==> config.mk <==
export PLATFORM = sky130hd
export DESIGN_NAME = float_to_int
export DESIGN_NICKNAME = d
export VERILOG_FILES = /design/src/rtl/float_to_int.sv
export SDC_FILE = /design/constraint.sdc
export NUM_CORES = 1
export LEC_CHECK = 0
export CORE_ASPECT_RATIO = 0.6
export CORE_MARGIN = 2
export CORE_UTILIZATION = 37
export DETAILED_ROUTE_END_ITERATION = 6
export PLACE_DENSITY = 0.53
export SYNTH_ARGS = -nofsm -noshare
export SYNTH_HDL_FRONTEND = slang
export SYNTH_SLANG_ARGS = --single-unit
==> constraint.sdc <==
create_clock -name clk -period 5.77 [get_ports clk]
set_input_delay 0.577 -clock clk [delete_from_list [all_inputs] [get_ports clk]]
set_output_delay 0.577 -clock clk [all_outputs]
set_load 0.03 [all_outputs]
==> src/rtl/float_to_int.sv <==
// float_to_int: multi-cycle IEEE-754 single to signed int32 converter, truncating toward zero.
// Start/valid handshake; magnitude is aligned one bit per cycle.
module float_to_int #(
    parameter int BIAS  = 127,
    parameter int INT_W = 32
) (
    input  logic             clk,
    input  logic             rst,
    input  logic             start,
    input  logic [31:0]      X,
    output logic [INT_W-1:0] result,
    output logic             valid,
    output logic             overflow,
    output logic             busy
);
    typedef enum logic [1:0] {IDLE, LOAD, SHIFT} state_t;
    localparam logic [7:0] B = 8'(BIAS);
    localparam logic [INT_W-1:0] INT_MIN = {1'b1, {(INT_W-1){1'b0}}};
    localparam logic [INT_W-1:0] INT_MAX = {1'b0, {(INT_W-1){1'b1}}};
    state_t           state;
    logic             sign;
    logic             dir;
    logic [7:0]       expo;
    logic [22:0]      frac;
    logic [INT_W-1:0] mag;
    logic [4:0]       cnt;
    logic [7:0]       u;
    assign u    = expo - B;
    assign busy = state != IDLE;
    always_ff @(posedge clk or negedge rst) begin
        if (!rst) begin
            state    <= IDLE;
            sign     <= 1'b0;
            dir      <= 1'b0;
            expo     <= '0;
            frac     <= '0;
            mag      <= '0;
            cnt      <= '0;
            result   <= '0;
            valid    <= 1'b0;
            overflow <= 1'b0;
        end else begin
            valid <= 1'b0;
            case (state)
                IDLE: if (start) begin
                    sign  <= X[31];
                    expo  <= X[30:23];
                    frac  <= X[22:0];
                    state <= LOAD;
                end
                LOAD: if (expo < B) begin
                    result   <= '0;
                    overflow <= 1'b0;
                    valid    <= 1'b1;
                    state    <= IDLE;
                end else if (expo >= B + 8'd31) begin
                    // exactly -2^31 is representable; everything else saturates
                    result   <= sign ? INT_MIN : INT_MAX;
                    overflow <= !(sign && expo == B + 8'd31 && frac == '0);
                    valid    <= 1'b1;
                    state    <= IDLE;
                end else begin
                    mag   <= {{(INT_W-24){1'b0}}, 1'b1, frac};
                    dir   <= u >= 8'd23;
                    cnt   <= u >= 8'd23 ? 5'(u - 8'd23) : 5'(8'd23 - u);
                    state <= SHIFT;
                end
                SHIFT: if (cnt != '0) begin
                    mag <= dir ? mag << 1 : mag >> 1;
                    cnt <= cnt - 5'd1;
                end else begin
                    result   <= sign ? -mag : mag;
                    overflow <= 1'b0;
                    valid    <= 1'b1;
                    state    <= IDLE;
                end
                default: state <= IDLE;
            endcase
        end
    end
endmodule

==> impl_metrics.py, run 1 <==
metrics = {
    "status": {
        "status": "completed",
    },
    "final_layout": {
        "fin_nets": 738,
        "instances_no_fill": 903,
        "final_util": 0.457,
        "drive_above_1_share": 0.119,
        "area_growth_pct": 19.1,
        "fillerInstances": 1489,
        "antenna_cells": 0,
    },
    "logic_synthesis": {
        "syn_nets": 697,
        "synth_most_common_cell": "nand2_1",
        "syn-cell-area_um2": 5960,
        "ys_async_sr_fraction": 1.00,
        "synth_top_area_frac": 0.445,
        "ys_seq_area_frac": 0.445,
        "ys_ff_latch": 106,
        "avgSynthCellArea_um2": 9.11,
        "synth_warnings": 0,
        "synth_ff_type": "dfrtp_1",
        "synth_edf_count": 0,
        "yosys.cell_types.count": 49,
        "synthCells": 654,
        "synthTopCellsByArea": "dfrtp_1 (45%), mux2_2 (8.9%), nand2_1 (6.8%), o21ai_0 (5.5%), mux2i_1 (4.4%)",
        "synth_commonest_cells": "nand2_1 (108), dfrtp_1 (106), o21ai_0 (65)",
        "synth.largest_area_cell": "dfrtp_1",
    },
    "clock_network": {
        "clock_sinks": 106,
        "cts_root_buffer": "clkbuf_16",
        "cts_max_path_buffers": 2,
        "post-cts-setup-buffers": 0,
        "numCtsBuffers": 9,
        "cts_max_level": 3,
        "path_clk_slew_ns": 0.08,
        "cts-resized-gates": 0,
        "clock_latency_ns": 0.36,
        "cts_tree": "built",
        "holdBufCountCts": 0,
    },
    "routing": {
        "via_per_inst": 5.40,
        "antenna_left": 0,
        "drc": 0,
        "drt-wirelength-per-cell_um": 17.1,
        "drt_first_pass_iters": 5,
        "vias": 4880,
        "drtIter0Drc": 336,
        "drt_wl_total_mm": 15.4,
    },
    "worst_setup_path": {
        "crit_arrival_ns": 3.45,
        "crit_path_max_fanout": 37,
        "crit_path_start": "cnt[0]",
        "cp.required_ns": 5.96,
        "path_class": "reg -> reg",
        "worstSetupStartpointType": "register",
        "worstSetupEndpointType": "register",
        "r2r_start": "cnt[0]",
    },
    "global_routing": {
        "antenna_found_initial": 0,
        "grt_pass1_vias": 4840,
        "grt.overflow.total": 0,
        "grt_usage": 0.190,
        "grt_max_degree": 70,
        "grt_pass1_wl_mm": 25.9,
    },
    "floorplanning": {
        "die-width_um": 168,
        "start_util": 0.383,
        "io_pins": 70,
        "core-area_um2": 15500,
        "die_h_um": 102,
        "die_area_um2": 17200,
        "fp-row-count": 35,
    },
    "pwr": {
        "ir_worst_vdd_uv": 256,
        "leakage_nw": 2.86,
        "p_total_w": 0.00453,
        "p_per_area_nw_per_um2": 638,
    },
    "timing": {
        "fin_crit_ns": 3.26,
        "rsz0062_at_grt": "false",
        "fmax_mhz": 307,
        "slew_violations": 0,
        "tightest_slew_ns": 1.02,
        "fin_setup_tns_ns": 0,
        "setup_viol_count_final": 0,
        "slew_headroom": 0.320,
        "hold_violations": 0,
        "fin_worst_skew_ns": 0.0107,
        "final.period_utilization": 0.565,
    },
    "min_path": {
        "hp-class": "in -> async",
    },
    "placement": {
        "placed_cells": 887,
        "io_buffers": 69,
        "post-dp-hpwl_mm": 10.8,
        "gp_congestion": 0.793,
    },
    "job": {
        "drv_cap": 0,
    },
}
[through the flow]
stage	hold WS [ns]	instance area, um^2	setup slack [ns]
CTS	0.387	7100	2.49
detailed placement	0.523	6780	2.52
global placement	0.512	6780	2.61
global route	0.422	7100	2.24
floorplan	0.281	5960	3.01
finish	0.346	7100	2.51
[layout by cell type, fill, tap and decap left out, types with 2 or more instances in the layout]
cell type          n
clkbuf_16          9
or4b_2             2
nor3_1             5
or2_2              3
clkdlybuf4s50_1   68
o21ai_0           65
bufinv_16          2
a22oi_1            3
a21boi_0           3
nor2_1            50
mux2i_1           26
nand4_1            7
o41ai_1            7
inv_1             12
xor2_1             6
a31oi_1            4
a21oi_1           44
ha_1               7
o31ai_1            7
nor2b_1            9
or4_1              4
nand2b_1           6
mux2_2            47
or3_1             11
nor4_1            10
buf_4              9
xnor2_1           23
and2_1             3
inv_6              3
nand2_1          108
dfrtp_1          106
nand3_1            9
[final cells by class]
type                       instances  area, um^2  area share
multi-input combinational        489        3080       0.433
timing repair buffer              77         748       0.105
inverter                          12        45.0     0.00634
sequential                       106        2650       0.374
tap                              203         254      0.0358
clock inverter                     7        98.8      0.0139
clock buffer                       9         225      0.0317
[per-layer routing]
layer | GRT usage | up-vias | wire (um)
met4 | 0.0355 | 0 | 119
met3 | 0.0368 | 12 | 650
met5 | 0 | - | 0
met2 | 0.293 | 104 | 6630
li1 | - | 2365 | -
met1 | 0.281 | 2399 | 8040
[power by group]
group / total (W) / switching, W / internal [W]
registers: 0.00154 / 0.000425 / 0.00111
logic: 0.00231 / 0.00132 / 0.000993
clock network: 0.000682 / 0.000297 / 0.000385
[path summary, 6_finish.rpt]
path                            slack [ns]    endpoint  cells after the start
worst min-delay path                  0.35     expo[1]                      1
worst max register to register        2.51   result[4]                      9
worst min register to register        0.54  result[16]                      2
max in group asynchronous             4.36  result[31]                      2
worst max-delay path                  2.51   result[4]                      9
min in group clk                      0.54  result[16]                      2
[critical path, stage by stage (launching register included)]
cell and delay, ns:
dfrtp_1 0.39, inv_1 0.08, ha_1 0.21, or4b_2 0.66
nand2_1 0.16, nand2_1 0.08, nor2_2 0.07, buf_4 0.37
o21a_1 0.87, a21oi_1 0.18
[logic make-up (layout without fill, tap and decap cells)]
group	after synthesis	in the layout	share of synthesized area
AND/OR/NAND/NOR	234	234	0.183
flip-flops	106	106	0.445
buffers and inverters	59	105	0.0397
adder cells (fa/ha/maj)	8	8	0.0168
XOR/XNOR	29	29	0.0426
multiplexers	74	74	0.134
AO/OA/AOI/OAI	144	144	0.138
[state kept, by name (all words and copies together) (netlist names)]
| signal | cells |
|---|---|
| mag | 32 |
| cnt | 5 |
| valid | 1 |
| result | 32 |
| frac | 23 |
| dir | 1 |
| overflow | 1 |
| sign | 1 |
| expo | 8 |
| state | 2 |
No activity file was read; power rests on OpenSTA's default activity.
==> run 2: changes to the inputs <==
- PLACE_DENSITY: 0.53 -> 0.55
- clock period: 5.77 -> 2.68 ns (I/O delays scaled with it)
==> impl_metrics.py, run 2 (synthesized netlist as in run 1, its figures left out) <==
metrics = {
    "status": {
        "status": "completed",
    },
    "timing": {
        "fin_worst_skew_ns": 0.0126,
        "fmax_mhz": 391,
        "tightest_slew_ns": 0.576,
        "final.period_utilization": 0.954,
        "rsz0062_at_grt": "false",
        "fin_crit_ns": 2.56,
        "setup_viol_count_final": 0,
        "slew_violations": 0,
        "hold_violations": 0,
        "slew_headroom": 0.616,
        "hold_ws_ns": 0.437,
    },
    "clock_network": {
        "clock_latency_ns": 0.36,
        "path_clk_slew_ns": 0.08,
        "cts_tree": "built",
        "clock_sinks": 106,
        "cts_max_level": 3,
        "cts_root_buffer": "clkbuf_16",
        "cts_max_path_buffers": 2,
        "numCtsBuffers": 9,
    },
    "final_layout": {
        "largestRegisters": "mag x32, result x32, frac x23",
        "final_cell_mix": "nand2_1 (108), dfrtp_1 (106), clkdlybuf4s50_1 (68)",
        "fin_nets": 779,
        "area_growth_pct": 24.7,
        "antenna_cells": 0,
        "final_util": 0.478,
        "drive_above_1_share": 0.173,
        "final_common_cell": "nand2_1",
    },
    "worst_setup_path": {
        "worstSetupEndpointType": "register",
        "worstSetupStartpointType": "register",
        "cp.required_ns": 2.95,
        "crit_path_start": "mag[5]",
        "crit_arrival_ns": 2.83,
        "crit_path_max_fanout": 4,
        "r2r_start": "mag[5]",
        "path_class": "reg -> reg",
    },
    "pwr": {
        "leakage_nw": 3.07,
        "pwr-share-comb": 0.572,
        "switchingPower_w": 0.00453,
        "ir_worst_vdd_uv": 571,
        "switching_share": 0.448,
        "seq_power_share": 0.299,
        "p_int_w": 0.00560,
        "p_per_area_nw_per_um2": 1360,
        "pwr-share-clk": 0.129,
    },
    "routing": {
        "antenna_left": 0,
        "drtIter0Drc": 332,
        "drt_first_pass_iters": 4,
        "drt_wl_total_mm": 15.8,
        "drc": 0,
        "drt-wirelength-per-cell_um": 16.8,
        "via_per_inst": 5.26,
        "vias": 4970,
    },
    "placement": {
        "gp_congestion": 0.830,
        "io_buffers": 69,
        "post-dp-hpwl_mm": 11.7,
    },
    "floorplanning": {
        "die-width_um": 168,
        "start_util": 0.383,
        "core-area_um2": 15500,
        "die_area_um2": 17200,
        "die_h_um": 102,
        "io_pins": 70,
        "fp-row-count": 35,
    },
    "global_routing": {
        "grt_pass1_wl_mm": 26.3,
        "grt_pass1_vias": 5002,
        "grt_max_degree": 43,
        "grt_usage": 0.195,
        "grt.overflow.total": 0,
        "antenna_found_initial": 0,
    },
    "min_path": {
        "hp-class": "in -> async",
    },
    "job": {
        "drv_cap": 0,
    },
}
## run 2: changes by cell type in the layout (fill, tap and decap cells not counted)
cell | previous run | this run
buf_4 | 9 | 46
clkbuf_8 | 0 | 1
or3_4 | 1 | 2
dlygate4sd3_1 | 0 | 1
or3_1 | 11 | 10
mux2_4 | 0 | 1
clkinv_4 | 0 | 3
bufinv_16 | 2 | 0
buf_12 | 0 | 3
or4_1 | 4 | 1
clkinvlp_4 | 1 | 0
inv_6 | 3 | 2
mux2_1 | 1 | 0
or4_4 | 1 | 4
## run 2: per-layer routing
metal / global-route usage / routed length [um] / vias up
met4: 0.0495 / 148 / 0
met3: 0.0349 / 608 / 11
li1: - / - / 2449
met1: 0.280 / 8300 / 2405
met5: 0 / 0 / -
met2: 0.306 / 6770 / 105
## run 2: cell type report
class	count	area, um^2
Fill cell	1478	8120
Multi-Input combinational cell	489	3100
Clock inverter	6	48.8
Tap cell	203	254
Clock buffer	10	239
Timing Repair Buffer	118	1100
Sequential cell	106	2650
Inverter	12	45.0
## run 2: timing repair
action                                  CTS  global route
endpoints found under the setup margin    1             1
hold endpoints to repair                 40             0
resized for setup                         2             2
hold buffers                              1             0
pin swaps                                 0             3
buffers inserted                          0             2
## run 2: metrics by stage
stage / worst slack [ns] / total power (W) / TNS (ns) / cells / instance area, um^2
floorplan: 0.0175 / 0.00676 / 0 / 654 / 5970
global placement: 0.0140 / 0.00868 / 0 / 925 / 7100
detailed placement: -0.0156 / 0.00883 / -0.0156 / 925 / 7100
CTS: 0.0245 / 0.0102 / 0 / 942 / 7410
global route: 0.0164 / 0.0110 / 0 / 944 / 7430
finish: 0.123 / 0.0101 / 0 / 944 / 7430
## run 2: power groups by stage
stage | logic [W] | registers (W) | clock network (W)
after floorplan | 0.00335 | 0.00341 | 0
after global placement | 0.00565 | 0.00303 | 0
after detailed placement | 0.00577 | 0.00306 | 0
after CTS | 0.00581 | 0.00304 | 0.00134
after global routing | 0.00641 | 0.00314 | 0.00140
final | 0.00579 | 0.00303 | 0.00131
## run 2: path summary, 6_finish.rpt
check,to,slack [ns],cells past startpoint
setup / recovery,result[31],0.12,6
max in group asynchronous,result[8],1.50,3
hold reg to reg,mag[31],0.53,2
setup reg to reg,result[31],0.12,6
hold / removal,expo[0],0.44,2
min in group clk,frac[7],0.51,2
## run 2: critical path: stages, from the launching register on
cell	delay, ns
dfrtp_1	0.38
or4_4	0.55
or4_4	0.45
or3_4	0.43
nor4_4	0.16
mux2_4	0.32
a31oi_1	0.17
==> run 3: changes to the inputs <==
- CTS_CLUSTER_SIZE: not set -> 25
- MAX_ROUTING_LAYER: not set -> met4
==> impl_metrics.py, run 3 (synthesized netlist as in run 1, its figures left out) <==
metrics = {
    "status": {
        "status": "completed",
    },
    "timing": {
        "setup_viol_count_final": 0,
        "tightest_slew_ns": 0.586,
        "fin_crit_ns": 2.56,
        "rsz0062_at_grt": "false",
        "fmax_mhz": 390,
        "fin_worst_skew_ns": 0.0127,
        "slew_headroom": 0.609,
        "slew_violations": 0,
        "final.period_utilization": 0.956,
        "fin_setup_tns_ns": 0,
        "hold_violations": 0,
        "hold_ws_ns": 0.443,
    },
    "clock_network": {
        "cts_max_path_buffers": 2,
        "cts_root_buffer": "clkbuf_16",
        "clock_latency_ns": 0.36,
        "cts_max_level": 3,
        "cts_tree": "built",
        "numCtsBuffers": 9,
        "path_clk_slew_ns": 0.08,
        "clock_sinks": 106,
    },
    "worst_setup_path": {
        "r2r_start": "mag[5]",
        "worstReg2RegEnd": "result[27]",
        "path_class": "reg -> reg",
        "worstSetupStartpointType": "register",
        "crit_slowest_cell": "or4_4",
        "cp.required_ns": 2.92,
        "crit_chain": "or4_4 -> or4_4 -> or3_4 -> buf_4 -> o2111a_1 -> a31oi_1 -> a31oi_1",
        "crit_path_max_fanout": 4,
        "reg2reg_depth": 7,
        "crit_arrival_ns": 2.80,
        "critPathBufInv": 1,
        "worst_path_dominant_cell_family": "simple AND/OR/NAND/NOR gates",
        "reg2reg_slack_ns": 0.12,
        "worstSetupEndpointType": "register",
        "critPathMaxStageDelay_ns": 0.55,
    },
    "routing": {
        "routed.top_layer": "met4",
        "drtIter0Drc": 384,
        "via_per_inst": 5.27,
        "drt_first_pass_iters": 4,
        "vias": 4976,
        "dr_wl_met3_um": 676,
        "drt_wl_total_mm": 15.8,
        "drt-wirelength-per-cell_um": 16.7,
        "drc": 0,
        "wl_met2_mm": 6.73,
        "antenna_left": 0,
        "met1_length_mm": 8.22,
    },
    "floorplanning": {
        "die-width_um": 168,
        "die_h_um": 102,
        "core-area_um2": 15500,
        "start_util": 0.383,
        "die_area_um2": 17200,
        "io_pins": 70,
        "fp-row-count": 35,
    },
    "final_layout": {
        "largestRegisters": "mag x32, result x32, frac x23",
        "antenna_cells": 0,
        "area_growth_pct": 24.7,
        "fin_nets": 779,
        "drive_above_1_share": 0.173,
        "final_common_cell": "nand2_1",
        "design_area_um2": 7430,
        "instances_no_fill": 944,
        "final_cell_mix": "nand2_1 (108), dfrtp_1 (106), clkdlybuf4s50_1 (68)",
    },
    "pwr": {
        "p_per_area_nw_per_um2": 1360,
        "leakage_nw": 3.07,
        "ir_worst_vdd_uv": 571,
    },
    "placement": {
        "gp_congestion": 0.843,
        "io_buffers": 69,
        "placed_cells": 925,
        "post-dp-hpwl_mm": 11.7,
        "place_area_um2": 7100,
    },
    "global_routing": {
        "grt_pass1_vias": 5009,
        "grt_max_degree": 43,
        "grt_usage": 0.201,
        "antenna_found_initial": 0,
        "grt_pass1_wl_mm": 26.3,
        "grt.overflow.total": 0,
    },
    "job": {
        "drv_cap": 0,
    },
    "min_path": {
        "hp-class": "in -> async",
    },
}
==> run 3: power breakdown <==
| group | leakage [nW] | switching [W] | internal (W) |
|---|---|---|---|
| registers | 1.27 | 0.000638 | 0.00239 |
| clock network | 0.143 | 0.000637 | 0.000667 |
| logic | 1.65 | 0.00325 | 0.00254 |
==> run 3: worst max path at each step <==
| stage | from | cells past startpoint | to | slack [ns] |
|---|---|---|---|---|
| 2_1_floorplan | mag[4] | 8 | result[31] | 0.02 |
| 3_3_place_gp | mag[19] | 6 | result[31] | 0.01 |
| 6_report | mag[5] | 7 | result[27] | 0.12 |
| 4_1_cts | mag[19] | 6 | result[31] | 0.02 |
| 5_1_grt | mag[0] | 9 | result[26] | 0.02 |
| 3_5_place_dp | mag[19] | 6 | result[31] | -0.02 |
==> run 3: area by class of cell <==
type | instances | area, um^2
Fill cell | 1478 | 8120
Multi-Input combinational cell | 489 | 3100
Sequential cell | 106 | 2650
Timing Repair Buffer | 118 | 1100
Tap cell | 203 | 254
Clock buffer | 10 | 239
Clock inverter | 6 | 48.8
Inverter | 12 | 45.0
==> run 3: metal layers <==
layer	GRT usage	up-vias
li1	-	2449
met1	0.280	2404
met2	0.306	110
met3	0.0341	13
met4	0.0495	0
met5	-	-
==> run 3: worst reg2reg max path: stages (launching register included) <==
cell      delay [ns]
dfrtp_1         0.38
or4_4           0.55
or4_4           0.45
or3_4           0.43
buf_4           0.15
o2111a_1        0.23
a31oi_1         0.15
a31oi_1         0.10
==> run 3: through the flow <==
| stage | setup slack, ns | utilization | power, W |
|---|---|---|---|
| after CTS | 0.0245 | 0.476 | 0.0102 |
| after global placement | 0.0140 | 0.457 | 0.00868 |
| after floorplan | 0.0175 | - | 0.00676 |
| final | 0.118 | 0.478 | 0.0101 |
| after detailed placement | -0.0156 | 0.457 | 0.00883 |
| after global routing | 0.0163 | 0.478 | 0.0110 |
==> run 3: what timing repair did <==
item / 4_1_cts / 5_1_grt
cloned: 0 / 0
endpoints found under the setup margin: 1 / 1
endpoints found under the hold margin: 40 / 0
gates resized for setup: 2 / 2
pin swaps: 0 / 3
hold buffers: 1 / 0
buffers inserted: 0 / 2
